### config.mk
export PLATFORM = sky130hd
export DESIGN_NAME = sprite_rom_arbiter
export DESIGN_NICKNAME = d
export VERILOG_FILES = /design/src/rtl/sprite_rom_arbiter_pkg.sv /design/src/rtl/sprite_rom_arbiter_rr_pick.sv /design/src/rtl/sprite_rom_arbiter.sv
export SDC_FILE = /design/constraint.sdc
export NUM_CORES = 1
export LEC_CHECK = 0
export CORE_MARGIN = 3
export CORE_UTILIZATION = 48
export CTS_CLUSTER_DIAMETER = 80
export CTS_CLUSTER_SIZE = 16
export DETAILED_ROUTE_END_ITERATION = 6
export PLACE_DENSITY = 0.83
export SYNTH_ARGS = -nofsm -noshare
export SYNTH_HDL_FRONTEND = slang
export SYNTH_HIERARCHICAL = 1
export SYNTH_SLANG_ARGS = --single-unit
### constraint.sdc
create_clock -name Clk -period 6.1 [get_ports Clk]
set_input_delay 0.915 -clock Clk [delete_from_list [all_inputs] [get_ports Clk]]
set_output_delay 0.915 -clock Clk [all_outputs]
set_load 0.01 [all_outputs]
### src/rtl/sprite_rom_arbiter_pkg.sv
// Shared constants and types for the GuitarZero sprite ROM fetch path.
package sprite_pkg;

  localparam int SPRITE_ADDR_W = 13;
  localparam int SPRITE_DATA_W = 24;
  localparam int NUM_LANES     = 5;

  typedef enum logic [2:0] {
    LANE_GREEN,
    LANE_RED,
    LANE_YELLOW,
    LANE_BLUE,
    LANE_ORANGE
  } lane_e;

  typedef logic [SPRITE_DATA_W-1:0] rgb_t;

  // Index width for n requesters; never zero so a lone requester still has a port.
  function automatic int idx_w(input int n);
    return (n > 1) ? $clog2(n) : 1;
  endfunction

endpackage

### src/rtl/sprite_rom_arbiter_rr_pick.sv
// Combinational round-robin picker: first requester after ptr wins, wrapping modulo N.
module rr_pick
  import sprite_pkg::*;
#(
  parameter int N     = NUM_LANES,
  parameter int IDX_W = idx_w(N)
) (
  input  logic [N-1:0]     req,
  input  logic [IDX_W-1:0] ptr,
  input  logic             enable,
  output logic [N-1:0]     grant,
  output logic [IDX_W-1:0] winner
);

  always_comb begin
    logic found;
    int   idx;
    // NOTE: every output gets a default before the search so no path leaves one unassigned (no latch).
    grant  = '0;
    winner = '0;
    found  = 1'b0;
    idx    = 0;
    if (enable) begin
      for (int k = 1; k <= N; k++) begin
        idx = (int'(ptr) + k) % N;
        if (!found && req[idx]) begin
          found      = 1'b1;
          grant[idx] = 1'b1;
          winner     = IDX_W'(idx);
        end
      end
    end
  end

endmodule

### src/rtl/sprite_rom_arbiter.sv
// Round-robin share of one registered-read sprite ROM among the note lanes,
// with a tag pipeline that steers each returned pixel back to its lane.
module sprite_rom_arbiter
  import sprite_pkg::*;
#(
  parameter int NUM_REQ = NUM_LANES,
  parameter int ADDR_W  = SPRITE_ADDR_W,
  parameter int DATA_W  = SPRITE_DATA_W,
  parameter int ROM_LAT = 1
) (
  input  logic                      Clk,
  input  logic                      Reset_n,
  input  logic                      stall,
  input  logic [NUM_REQ-1:0]        req,
  input  logic [NUM_REQ*ADDR_W-1:0] req_addr,
  output logic [NUM_REQ-1:0]        grant,
  output logic [ADDR_W-1:0]         rom_addr,
  input  logic [DATA_W-1:0]         rom_data,
  output logic [NUM_REQ-1:0]        rsp_valid,
  output logic [DATA_W-1:0]         rsp_data,
  output logic                      busy
);

  localparam int IDX_W   = idx_w(NUM_REQ);
  localparam int NUM_STG = ROM_LAT + 1;

  typedef struct packed {
    logic               vld;
    logic [NUM_REQ-1:0] lane;
  } tag_t;

  logic [IDX_W-1:0] ptr_q;
  logic [IDX_W-1:0] winner;
  tag_t             tag_q [NUM_STG];

  rr_pick #(
    .N     (NUM_REQ),
    .IDX_W (IDX_W)
  ) u_pick (
    .req    (req),
    .ptr    (ptr_q),
    .enable (Reset_n & ~stall),
    .grant  (grant),
    .winner (winner)
  );

  // One stage for the address register plus ROM_LAT stages for the ROM itself.
  always_ff @(posedge Clk) begin
    // NOTE: state updates use <= so every register samples pre-edge values, whatever the statement order.
    if (!Reset_n) begin
      rom_addr <= '0;
      ptr_q    <= IDX_W'(NUM_REQ - 1);
      for (int s = 0; s < NUM_STG; s++) tag_q[s] <= '0;
    end else begin
      if (|grant) begin
        rom_addr <= req_addr[int'(winner)*ADDR_W +: ADDR_W];
        ptr_q    <= winner;
      end
      tag_q[0] <= '{vld: |grant, lane: grant};
      for (int s = 1; s < NUM_STG; s++) tag_q[s] <= tag_q[s-1];
    end
  end

  always_comb begin
    busy = 1'b0;
    for (int s = 0; s < NUM_STG; s++) busy = busy | tag_q[s].vld;
  end

  assign rsp_valid = tag_q[NUM_STG-1].vld ? tag_q[NUM_STG-1].lane : '0;
  assign rsp_data  = rom_data;

endmodule

## After elaboration in Yosys (flattened, before gate mapping)

Memory sizes are Yosys's and may differ from the RTL's.
Index checks and enable logic that the tools add are counted.

- Input bits: 97
- Flip-flop bits (word level): 16
- Output and inout bits: 48
- Word-level logic and storage cells: 102
- RAM bits: 12
- Memories kept: 1
- Bits in latches: 0
- Bits in read-only memories: 0

Memory list:

| memory | depth | width | read ports | clocked after Yosys merged registers in | wr ports | line | RTL |
|---|---|---|---|---|---|---|---|
| tag_q | 2 | 6 | 2 | 0 | 2 | sprite_rom_arbiter.sv:34 | `tag_t tag_q [NUM_STG];` |

- Multiply operators: 1
- Muxes and demuxes: 54
- Bitwise gates (word level): 9
- Shifts and indexed selects: 1
- Order comparisons: 10
- Add/subtract/negate cells: 5
- Divide/modulo/power cells: 5
- Equality and inequality tests: 0
- Reductions and logical operators: 14

Operators by type and width:

| operator | count |
|---|---|
| $ge A32 B1 Y1 const B | 5 |
| $lt A32 B5 Y1 const B | 5 |
| $mod A32 B4 Y32 const B | 5 |
| $shiftx A65 B8 Y13 | 1 |
| $mux W5 | 11 |
| $mux W1 | 25 |
| $or A5 B5 Y5 | 4 |
| $mux W3 | 6 |
| $bmux W1 S3 | 5 |
| $demux W1 S3 | 5 |
| $mux W6 | 2 |
| $logic_and A1 B1 Y1 | 9 |
| $add A3 B2 Y4 const B | 2 |
| $add A3 B3 Y4 const B | 2 |
| $mul A3 B4 Y7 const B | 1 |
| $reduce_or A5 Y1 | 1 |
| $add A3 B1 Y4 const B | 1 |
| $logic_not A1 Y1 | 4 |
| $or A1 B1 Y1 | 3 |
| $and A1 B1 Y1 | 1 |
| $not A1 Y1 | 1 |

## Logic depth before layout (Yosys ltp)

Gate-level depths: netlist of the first run.

- Depth in word-level cells: 25
- Mapped depth: 27
- Gate-level depth less buffers: 21

## Hierarchy

Netlist of the first run, hierarchy kept.

Modules (own cells, without submodules):

| module | area each (um^2) | sequential area each (um^2) | cells each | instances |
|---|---|---|---|---|
| rr_pick | 2,532.4 | 0.0 | 359 | 1 |
| sprite_rom_arbiter | 1,819.2 | 560.5 | 201 | 1 |

## Least setup slack after synthesis of the first run

OpenSTA, ideal clock, no wires.

- Path kind: register to output
- Start point: register ptr_q[0]
- End point: output port grant[4]
- Path slack: 0.479 ns
- Stages on the path, launching flop included: 20
- Path buffers: 3
- Arrival: 4.706 ns
- Data required time: 5.185 ns
- Cells stage by stage: dfxtp_1 > clkbuf_1 > inv_1 > clkbuf_1 > ha_1 > buf_2 > inv_1 > ha_1 > nor2_1 > a21oi_1 > xnor2_1 > ha_1 > inv_1 > o22ai_1 > o21ai_1 > xnor2_1 > o22a_1 > nand4_2 > or4b_1 > a31oi_1

- Word-level cells in the longest chain between the ends: 23
- Elaborated cells on any way between the ends: 80
- Those cells by class: add/sub: 5; div: 5; order compare: 10; mux: 43; bitwise: 4; reduce/logical: 13

RTL lines:

| what | line | RTL |
|---|---|---|
| start: declaration | sprite_rom_arbiter.sv:32 | `logic [IDX_W-1:0] ptr_q;` |
| start signal: assignment | sprite_rom_arbiter.sv:52 | `ptr_q <= IDX_W'(NUM_REQ - 1);` |
| start signal: assignment | sprite_rom_arbiter.sv:57 | `ptr_q <= winner;` |
| parallel branches: the longest is 21 deep, another holds $mod A32 B4 Y32 | n/a |  |
| $mux W5 (*) | sprite_rom_arbiter_rr_pick.sv:26 | `if (!found && req[idx]) begin` |
| $mux W5 (*) | sprite_rom_arbiter_rr_pick.sv:23 | `if (enable) begin` |
| end: declaration | sprite_rom_arbiter.sv:16 | `output logic [NUM_REQ-1:0] grant,` |

Mark *: on every way between the ends. The select of a mux whose other input is x is not followed.

## Worst setup path in the final report of the first run

- Start point: register ptr_q[1]
- End point: output port grant[2]

Same word-level chain as after synthesis.

==> results of run 1 <==
==> kinds of logic (layout without fill, tap and decap cells) <==
| kind of cell | Yosys count | count (layout) | share of synthesized area (%) |
|---|---|---|---|
| multiplexers | 53 | 53 | 14.2 |
| flip-flops | 28 | 28 | 12.9 |
| XOR/XNOR | 15 | 15 | 3.54 |
| buffers and inverters | 87 | 156 | 11.6 |
| AND/OR/NAND/NOR | 177 | 177 | 22.7 |
| AO/OA/AOI/OAI | 167 | 167 | 25.6 |
| adder cells (fa/ha/maj) | 33 | 33 | 9.49 |
==> path summary, 6_finish.rpt <==
kind / endpoint / slack (ps) / cells after the start
worst max-delay path: grant[2] / 150 / 20
worst min-delay path: tag_q[0][8]$_SDFF_PN0_ / 450 / 1
worst max register to register: rom_addr[9]$_SDFFE_PN0P_ / 550 / 23
worst min register to register: tag_q[0][8]$_SDFF_PN0_ / 450 / 1
==> cell type report <==
| class | instances | area (um^2) | area share, % |
|---|---|---|---|
| Timing Repair Buffer | 125 | 1180 | 21.7 |
| Multi-Input combinational cell | 445 | 3410 | 62.4 |
| Sequential cell | 28 | 564 | 10.3 |
| Clock buffer | 3 | 41.3 | 0.755 |
| Inverter | 27 | 101 | 1.85 |
| Clock inverter | 1 | 30.0 | 0.549 |
| Tap cell | 108 | 135 | 2.47 |
==> registers in the layout (all words and copies together), names as in the netlist <==
register,flops
rom_addr,13
ptr_q,3
tag_q,12
==> cell usage after synthesis, types with 6 or more instances <==
library cell,n
o21a_1,17
nor2b_1,10
nor3_1,11
inv_1,25
buf_2,6
o21ai_0,24
ha_1,33
mux2i_1,33
nand2b_1,16
mux2_4,13
and2_1,24
clkbuf_1,17
dfxtp_1,28
nor2_1,26
nand3_1,14
a31oi_1,8
xnor2_1,10
a21oi_1,45
buf_6,10
buf_4,25
nor4_1,7
o21ai_1,18
a211oi_1,6
nand2_1,38
==> critical path, stage by stage (launching register included) <==
cell and delay (ps):
dfxtp_1 370, buf_6 200, ha_4 190, xor2_2 170
buf_4 230, inv_2 130, ha_1 200, inv_1 50
ha_1 230, nor2b_1 210, o22ai_1 100, o211ai_1 310
buf_4 170, nand2_1 100, nor3_2 520, nor3b_4 120
buf_4 180, a2bb2oi_1 250, o221ai_1 220, o21a_1 270
clkdlybuf4s50_1 510
==> layer usage <==
metal | routed length, um | share of wire (%)
met1 | 5210 | 40
met2 | 6760 | 52
met3 | 652 | 5.1
met4 | 257 | 2.0
met5 | 0 | 0
==> power groups by stage <==
stage                     Clock [mW]  Sequential [mW]  Combinational [mW]
after floorplan                    0            0.252                1.31
after global placement             0            0.247                1.64
after detailed placement           0            0.249                1.69
after CTS                      0.156            0.245                1.74
after global routing           0.163            0.252                2.08
final                          0.153            0.247                1.90
==> through the flow <==
step | TNS [ps] | utilization [%] | worst slack, ps | instances | area [um^2]
finish | 0 | 62.4 | 147 | 737 | 5470
global route | -4.95 | 62.4 | -4.95 | 737 | 5470
CTS | 0 | 60.4 | 10.1 | 726 | 5290
detailed placement | 0 | 59.0 | 38.7 | 720 | 5170
global placement | 0 | 59.0 | 192 | 720 | 5170
floorplan | 0 | - | 479 | 560 | 4350
==> repair_timing <==
action                                  CTS  global route
endpoints found under the setup margin    5            20
resized for setup                         8            23
pin swaps                                 0             5
hold endpoints to repair                  0             0
setup buffers                             2            11
hold buffers                              0             0
gates cloned                              0             0
==> results.yml, run 1 <==
grt:
  first_global_vias: 4089
  use_met3_pct: 2.07
  antenna_found_initial: 0
  gr-total-overflow: 0
  grt_util_all_layers_pct: 24.1
  groute.layer.met2.usage_pct: 42.8
  grtUsageMet1_pct: 31.1
  grt_first_pass_wirelength_mm: 20.4
  grt_most_used_layer: "met2"
  grt_start_max_net_pins: 41
floorplan:
  start_util_pct: 49.7
  die_width_um: 101
  die_outline_area_um2: 10200
  die_height_um: 101
  top_level_ports: 145
  rows: 34
  core_area_um2: 8760
logic_synthesis:
  synth_cells: 560
  yosysTopAreaCell: "dfxtp_1"
  synthesis.nets: 690
  post_synth_design_cell_area_um2: 4350
  synth_seq_area_share_pct: 12.9
  number_of_enable_flip_flop_cells_after_synthesis: 0
  synth_top_flop_cell: "dfxtp_1"
  synth_top_area_share_pct: 12.9
  avg_synthesized_cell_area_um2: 7.77
  synth-warning-count: 6
  synth_async_sr_flop_share_pct: 0
  synth.ff_latch_count: 28
  yosys-top-cells-area: "dfxtp_1 13%, ha_1 9.5%, mux2i_1 7.6%"
  synth_cell_types: 80
clocking:
  cts_tree: "yes"
  htree_num_levels: 1
  cts.root.buffer_cell: "clkbuf_8"
  cts_sinks: 28
  clock_path_buffers: 2
  worst_setup_hold_path_clk_slew_ps: 110
  tritoncts_buffers: 3
  worst_skew_late_latency_ps: 290
finish:
  final.fill_count: 753
  most_common_cell_after_layout_fill_and_taps_aside: "clkdlybuf4s50_1"
  final_net_count: 760
  final_cell_mix: "95 x clkdlybuf4s50_1, 43 x a21oi_1, 38 x nand2_1"
  area_growth_from_synthesis_to_final_layout_pct: 25.7
  post_route_cells_drive_above_1_share_pct: 16.2
  antenna_cells_inserted: 0
critical_path:
  worstSetupPathType: "flop to output pin"
  critical_path_arrival_ps: 5040
  timing.critical_path.from: "ptr_q[1]$_SDFFE_PN0P_"
  timing.critical_path.required_ps: 5180
  end_kind: "output pin"
  critPathMaxFanout: 15
  timing.critical_path.from_type: "flop"
  worstReg2RegStart: "ptr_q[1]$_SDFFE_PN0P_"
power_and_ir_drop:
  cellLeakagePower_nw: 2.10
  power.density_cell_area_nw_per_um2: 421
  clockPowerShare_pct: 6.6
  vdd_ir_drop_max_mv: 0.174
  switching_power_share_of_the_total_pct: 48.9
  power_frac_comb_pct: 82.6
  post-layout-total-power_mw: 2.30
  netSwitchingPower_mw: 1.13
  seq_power_share_pct: 10.7
  internal_power_mw: 1.18
timing:
  post-route-min-period_ps: 5950
  timing_hold_violations_final: 0
  final.hold.worst_slack_ps: 446
  clock.fmax_mhz: 168
  worst_pin_slew_ps: 1000
  ratio_of_final_minimum_period_to_clock_period_pct: 97.6
  maxSlewHeadroom_pct: 33.1
  maxSlewViolCount: 0
  total_setup_violations_reported_at_the_end_of_the_flow: 0
  clock_skew_ps: 12.6
run:
  max-cap-violations: 0
place:
  post-dp-hpwl_mm: 9.73
  gp_congestion: 0.890
  port_buffers: 96
routing:
  dr.pass1.iters: 5
  wl_per_cell_um: 17.5
  postRouteWirelength_mm: 12.9
  antenna_violating_nets_left: 0
  vias_per_cell: 5.96
  vias: 4393
  drt_drc_violations_left: 0
  drt-initial-drc-count: 309
min_path:
  worst_min_delay_path_category: "flop to flop"
  hold_path.startpoint: "tag_q[0][2]$_SDFF_PN0_"
outcome:
  status: "completed"
(Power assumes the default switching activity.)
==> run 2, diff against run 1 <==
CORE_UTILIZATION = 54   (was 48)
DONT_BUFFER_PORTS = 1   (was unset)
PLACE_DENSITY = 0.69   (was 0.83)
==> run 2 against run 1 <==
Compared with the run above: fmax increased by 3.4%; sequential share of layout area increased by 2.7 points; worst setup slack improved by 200 ps; combinational power fell by 15%; sequential power rose by 3%; critical path type unchanged; largest cell class unchanged; largest power group unchanged; highest routed layer unchanged.
==> results.yml, run 2 (synthesis results as in run 1) <==
outcome:
  status: "completed"
power_and_ir_drop:
  netSwitchingPower_mw: 1.04
  seq_power_share_pct: 12.7
  internal_power_mw: 0.975
  power.density_cell_area_nw_per_um2: 466
  vdd_ir_drop_max_mv: 0.187
  cellLeakagePower_nw: 1.66
  power_frac_comb_pct: 80.2
  post-layout-total-power_mw: 2.01
  switching_power_share_of_the_total_pct: 51.5
  clockPowerShare_pct: 7.2
critical_path:
  r2r_cells: 18
  timing.critical_path.slowest_stage_cell: "or4_1"
  cpMostUsedCell: "ha_1"
  r2r_end: "rom_addr[3]$_SDFFE_PN0P_"
  critical_path.max_stage_delay_ps: 540
  critPathMaxFanout: 14
  worstSetupPathType: "flop to output pin"
  timing.critical_path.required_ps: 5180
  crit_chain: "inv_1 -> ha_1 -> o31ai_1 -> xnor2_1 -> ha_1 -> nand2b_1 -> a21oi_4 -> mux2i_1 -> or4_1 -> a22oi_2 -> nor3b_2 -> nand3_1 -> o211ai_1 -> o31a_1"
  end_kind: "output pin"
  worst_path_dominant_cell_family: "compound AO/OA/AOI/OAI gates"
  setup.reg_to_reg.worst_slack_ps: 490
  critical_path_buf_inv_count: 1
  worstReg2RegStart: "ptr_q[2]$_SDFFE_PN1P_"
  timing.critical_path.from_type: "flop"
  critical_path_arrival_ps: 4840
finish:
  antenna_cells_inserted: 0
  area_growth_from_synthesis_to_final_layout_pct: -0.834
  largest_registers: "rom_addr: 13 flops, tag_q: 12 flops, ptr_q: 3 flops"
  finish.utilization_pct: 55.6
  final_design_area_no_fill_um2: 4320
  final_cell_mix: "45 x a21oi_1, 38 x nand2_1, 32 x ha_1"
  largest_register_ffs: 13
  post_route_cells_drive_above_1_share_pct: 13.9
  final.fill_count: 760
  final_net_count: 649
  registers.top_by_ff_count: "rom_addr"
  most_common_cell_after_layout_fill_and_taps_aside: "a21oi_1"
  fin_cells: 620
timing:
  post-route-min-period_ps: 5760
  clock_skew_ps: 5.80
  maxSlewHeadroom_pct: 51.0
  maxSlewViolCount: 0
  timing_hold_violations_final: 0
  worst_pin_slew_ps: 728
  total_setup_violations_reported_at_the_end_of_the_flow: 0
  ratio_of_final_minimum_period_to_clock_period_pct: 94.4
  clock.fmax_mhz: 174
grt:
  grt_util_all_layers_pct: 22.5
  grtUsageMet1_pct: 30.3
  grt_start_max_net_pins: 41
  use_met3_pct: 3.52
  grt_first_pass_wirelength_mm: 16.8
  groute.layer.met2.usage_pct: 38.4
  gr-total-overflow: 0
  antenna_found_initial: 0
  first_global_vias: 3536
  grt_most_used_layer: "met2"
routing:
  antenna_violating_nets_left: 0
  dr.pass1.iters: 4
  wl_per_cell_um: 17.6
  vias_per_cell: 6.25
  drt_drc_violations_left: 0
  postRouteWirelength_mm: 10.9
  drt-initial-drc-count: 268
  vias: 3877
clocking:
  cts_sinks: 28
  cts_tree: "yes"
  tritoncts_buffers: 3
  cts_hold_buf: 0
  cts.root.buffer_cell: "clkbuf_8"
  clock_path_buffers: 2
  worst_skew_late_latency_ps: 270
  worst_setup_hold_path_clk_slew_ps: 100
  htree_num_levels: 1
floorplan:
  start_util_pct: 56.0
  rows: 32
  die_outline_area_um2: 9170
  top_level_ports: 145
  die_width_um: 95.8
  core_area_um2: 7770
  die_height_um: 95.8
place:
  post-place-cells: 615
  port_buffers: 0
  gp_congestion: 0.910
  post-dp-hpwl_mm: 8.47
  placement.cell_area_um2: 4180
min_path:
  hold_path.startpoint: "tag_q[0][1]$_SDFF_PN0_"
  hold_depth: 1
  worst_min_delay_path_category: "flop to flop"
  hold_end: "tag_q[0][7]$_SDFF_PN0_"
run:
  max-cap-violations: 0
## run 2: worst max path at each step
stage | from | endpoint | cells past startpoint
after floorplan | ptr_q[0]$_SDFFE_PN0P_ | grant[4] | 19
after global placement | ptr_q[2]$_SDFFE_PN1P_ | rom_addr[3]$_SDFFE_PN0P_ | 18
after detailed placement | ptr_q[1]$_SDFFE_PN0P_ | grant[4] | 17
after CTS | ptr_q[1]$_SDFFE_PN0P_ | grant[4] | 17
after global routing | ptr_q[0]$_SDFFE_PN0P_ | grant[4] | 17
final | ptr_q[2]$_SDFFE_PN1P_ | grant[1] | 14
## run 2: cell type report
type | instances | area (um^2) | area share [%]
Inverter | 27 | 101 | 2.35
Clock buffer | 3 | 41.3 | 0.957
Tap cell | 102 | 128 | 2.96
Multi-Input combinational cell | 445 | 3350 | 77.6
Timing Repair Buffer | 14 | 105 | 2.44
Sequential cell | 28 | 561 | 13.0
Clock inverter | 1 | 30.0 | 0.696
## run 2: stage by stage
step | setup WS (ps) | TNS [ps] | hold slack, ps
floorplan | 479 | 0 | 412
global placement | 629 | 0 | 415
detailed placement | 522 | 0 | 421
CTS | 192 | 0 | 444
global route | -30.1 | -30.1 | 463
finish | 342 | 0 | 440
## run 2: power by group through the flow
| stage | sequential [mW] | combinational [mW] | clock (mW) |
|---|---|---|---|
| after floorplan | 0.252 | 1.31 | 0 |
| after detailed placement | 0.259 | 1.54 | 0 |
| after global placement | 0.259 | 1.52 | 0 |
| final | 0.255 | 1.61 | 0.144 |
| after global routing | 0.259 | 1.77 | 0.154 |
| after CTS | 0.255 | 1.55 | 0.148 |
## run 2: per-layer routing
metal	vias up	share of wire, %
met3	26	5.8
met1	1799	44
met5	-	0
met4	0	1.6
li1	1914	-
met2	138	49
## run 2: what timing repair did
item / CTS / global route
endpoints found under the setup margin: 0 / 5
buffers inserted: 0 / 1
gates resized for setup: 0 / 9
==> run 3, diff against run 2 <==
CORE_ASPECT_RATIO = 1.4   (was unset)
==> run 3 against run 2 <==
Compared with the run above: routed wire length increased by 5.2%; cell area increased by 0.17%; register-to-register slack improved by 270 ps; critical path type unchanged.
==> results.yml, run 3 (synthesis results as in run 1) <==
floorplan:
  die_height_um: 112
  core_area_um2: 7800
  die_outline_area_um2: 9190
  rows: 38
  start_util_pct: 55.8
  die_width_um: 81.9
  top_level_ports: 145
timing:
  worst_slack_ps: 377
  clock_skew_ps: 4.28
  final.hold.worst_slack_ps: 441
  total_setup_violations_reported_at_the_end_of_the_flow: 0
  ratio_of_final_minimum_period_to_clock_period_pct: 93.8
  unrepaired_setup_endpoints_after_global_routing: "false"
  setup-tns-final_ps: 0
  clock.fmax_mhz: 175
  post-route-min-period_ps: 5720
  worst_pin_slew_ps: 643
  maxSlewHeadroom_pct: 56.8
  maxSlewViolCount: 0
  timing_hold_violations_final: 0
routing:
  vias: 3931
  dr.pass1.iters: 6
  vias_per_cell: 6.32
  wl_per_cell_um: 18.5
  drt_drc_violations_left: 0
  postRouteWirelength_mm: 11.5
  drt-initial-drc-count: 161
  antenna_violating_nets_left: 0
critical_path:
  worstReg2RegStart: "ptr_q[1]$_SDFFE_PN0P_"
  setup.reg_to_reg.worst_slack_ps: 760
  end_kind: "output pin"
  r2r_end: "ptr_q[1]$_SDFFE_PN0P_"
  critPathMaxFanout: 11
  timing.critical_path.required_ps: 5180
  r2r_cells: 22
  critical_path_arrival_ps: 4810
  worstSetupPathType: "flop to output pin"
  timing.critical_path.from_type: "flop"
outcome:
  status: "completed"
grt:
  first_global_vias: 3711
  grt_first_pass_wirelength_mm: 17.7
  grt_start_max_net_pins: 41
  antenna_found_initial: 0
  gr-total-overflow: 0
  grt_util_all_layers_pct: 24.0
min_path:
  hold_end: "tag_q[0][10]$_SDFF_PN0_"
  worst_min_delay_path_category: "flop to flop"
  hold_depth: 1
  hold_path.startpoint: "tag_q[0][4]$_SDFF_PN0_"
finish:
  most_common_cell_after_layout_fill_and_taps_aside: "a21oi_1"
  regArea_um2: 561
  largest_registers: "rom_addr: 13 flops, tag_q: 12 flops, ptr_q: 3 flops"
  largest_register_ffs: 13
  finish.utilization_pct: 55.4
  final.fill_count: 742
  post_route_cells_drive_above_1_share_pct: 13.6
  antenna_cells_inserted: 0
  final_cell_mix: "45 x a21oi_1, 38 x nand2_1, 33 x mux2i_1, 33 x ha_1, 28 x dfxtp_1"
  multiInputGateArea_um2: 3320
  final_net_count: 653
  registers.top_by_ff_count: "rom_addr"
  area_growth_from_synthesis_to_final_layout_pct: -0.661
power_and_ir_drop:
  post-layout-total-power_mw: 2.03
  cellLeakagePower_nw: 1.66
  power.density_cell_area_nw_per_um2: 469
  vdd_ir_drop_max_mv: 0.255
clocking:
  post_cts_buffers: 0
  htree_num_levels: 1
  cts.root.buffer_cell: "clkbuf_8"
  worst_setup_hold_path_clk_slew_ps: 100
  cts_resized: 0
  cts_sinks: 28
  cts_tree: "yes"
  worst_skew_late_latency_ps: 280
  tritoncts_buffers: 3
  cts_hold_buf: 0
  clock_path_buffers: 2
place:
  post-dp-hpwl_mm: 8.97
  post_place_worst_slack_ps: 622
  port_buffers: 0
  gp_congestion: 0.907
run:
  max-cap-violations: 0
## run 3: cell type report
| type | instances | share of cell area, % |
|---|---|---|
| clock buffers | 3 | 0.955 |
| multi-input cells | 445 | 76.7 |
| flip-flops and latches | 28 | 13.0 |
| repair buffers | 18 | 3.42 |
| well taps | 100 | 2.89 |
| clock inverters | 1 | 0.695 |
| inverters | 27 | 2.34 |
## run 3: worst max path at each step
stage / from / end / slack [ps]
CTS: ptr_q[1]$_SDFFE_PN0P_ / grant[4] / 320
global placement: ptr_q[1]$_SDFFE_PN0P_ / grant[4] / 830
global route: ptr_q[1]$_SDFFE_PN0P_ / grant[4] / 40
finish: ptr_q[1]$_SDFFE_PN0P_ / grant[4] / 380
floorplan: ptr_q[0]$_SDFFE_PN0P_ / grant[4] / 480
detailed placement: ptr_q[1]$_SDFFE_PN0P_ / grant[4] / 620
## run 3: critical path, stage by stage (launching register included)
cell and delay, ps:
dfxtp_1 440, inv_1 90, ha_1 320, inv_1 200, ha_1 260, nor2_1 80, a21oi_1 290, xnor2_2 160
ha_1 260, inv_1 80, o22ai_1 80, o21ai_1 270, mux2i_2 380, mux2i_1 230, o22a_1 320, nand4_4 210
or4b_1 540, a31oi_2 300
## run 3: power breakdown
group / internal, mW / switching (mW)
clock network: 0.0880 / 0.0595
logic: 0.674 / 0.951
registers: 0.221 / 0.0323
total: 0.983 / 1.04
## run 3: metal layers
layer	GRT usage (%)	vias to the layer above	wire (um)
li1	-	1909	-
met1	26.2	1854	4490
met2	44.5	146	5930
met3	3.37	22	711
met4	10.2	0	343
met5	0	-	0
## run 3: stage by stage
step	instance area, um^2	cells
3_3_place_gp	4230	618
2_1_floorplan	4350	560
6_report	4320	622
5_1_grt	4320	622
4_1_cts	4300	622
3_5_place_dp	4230	618
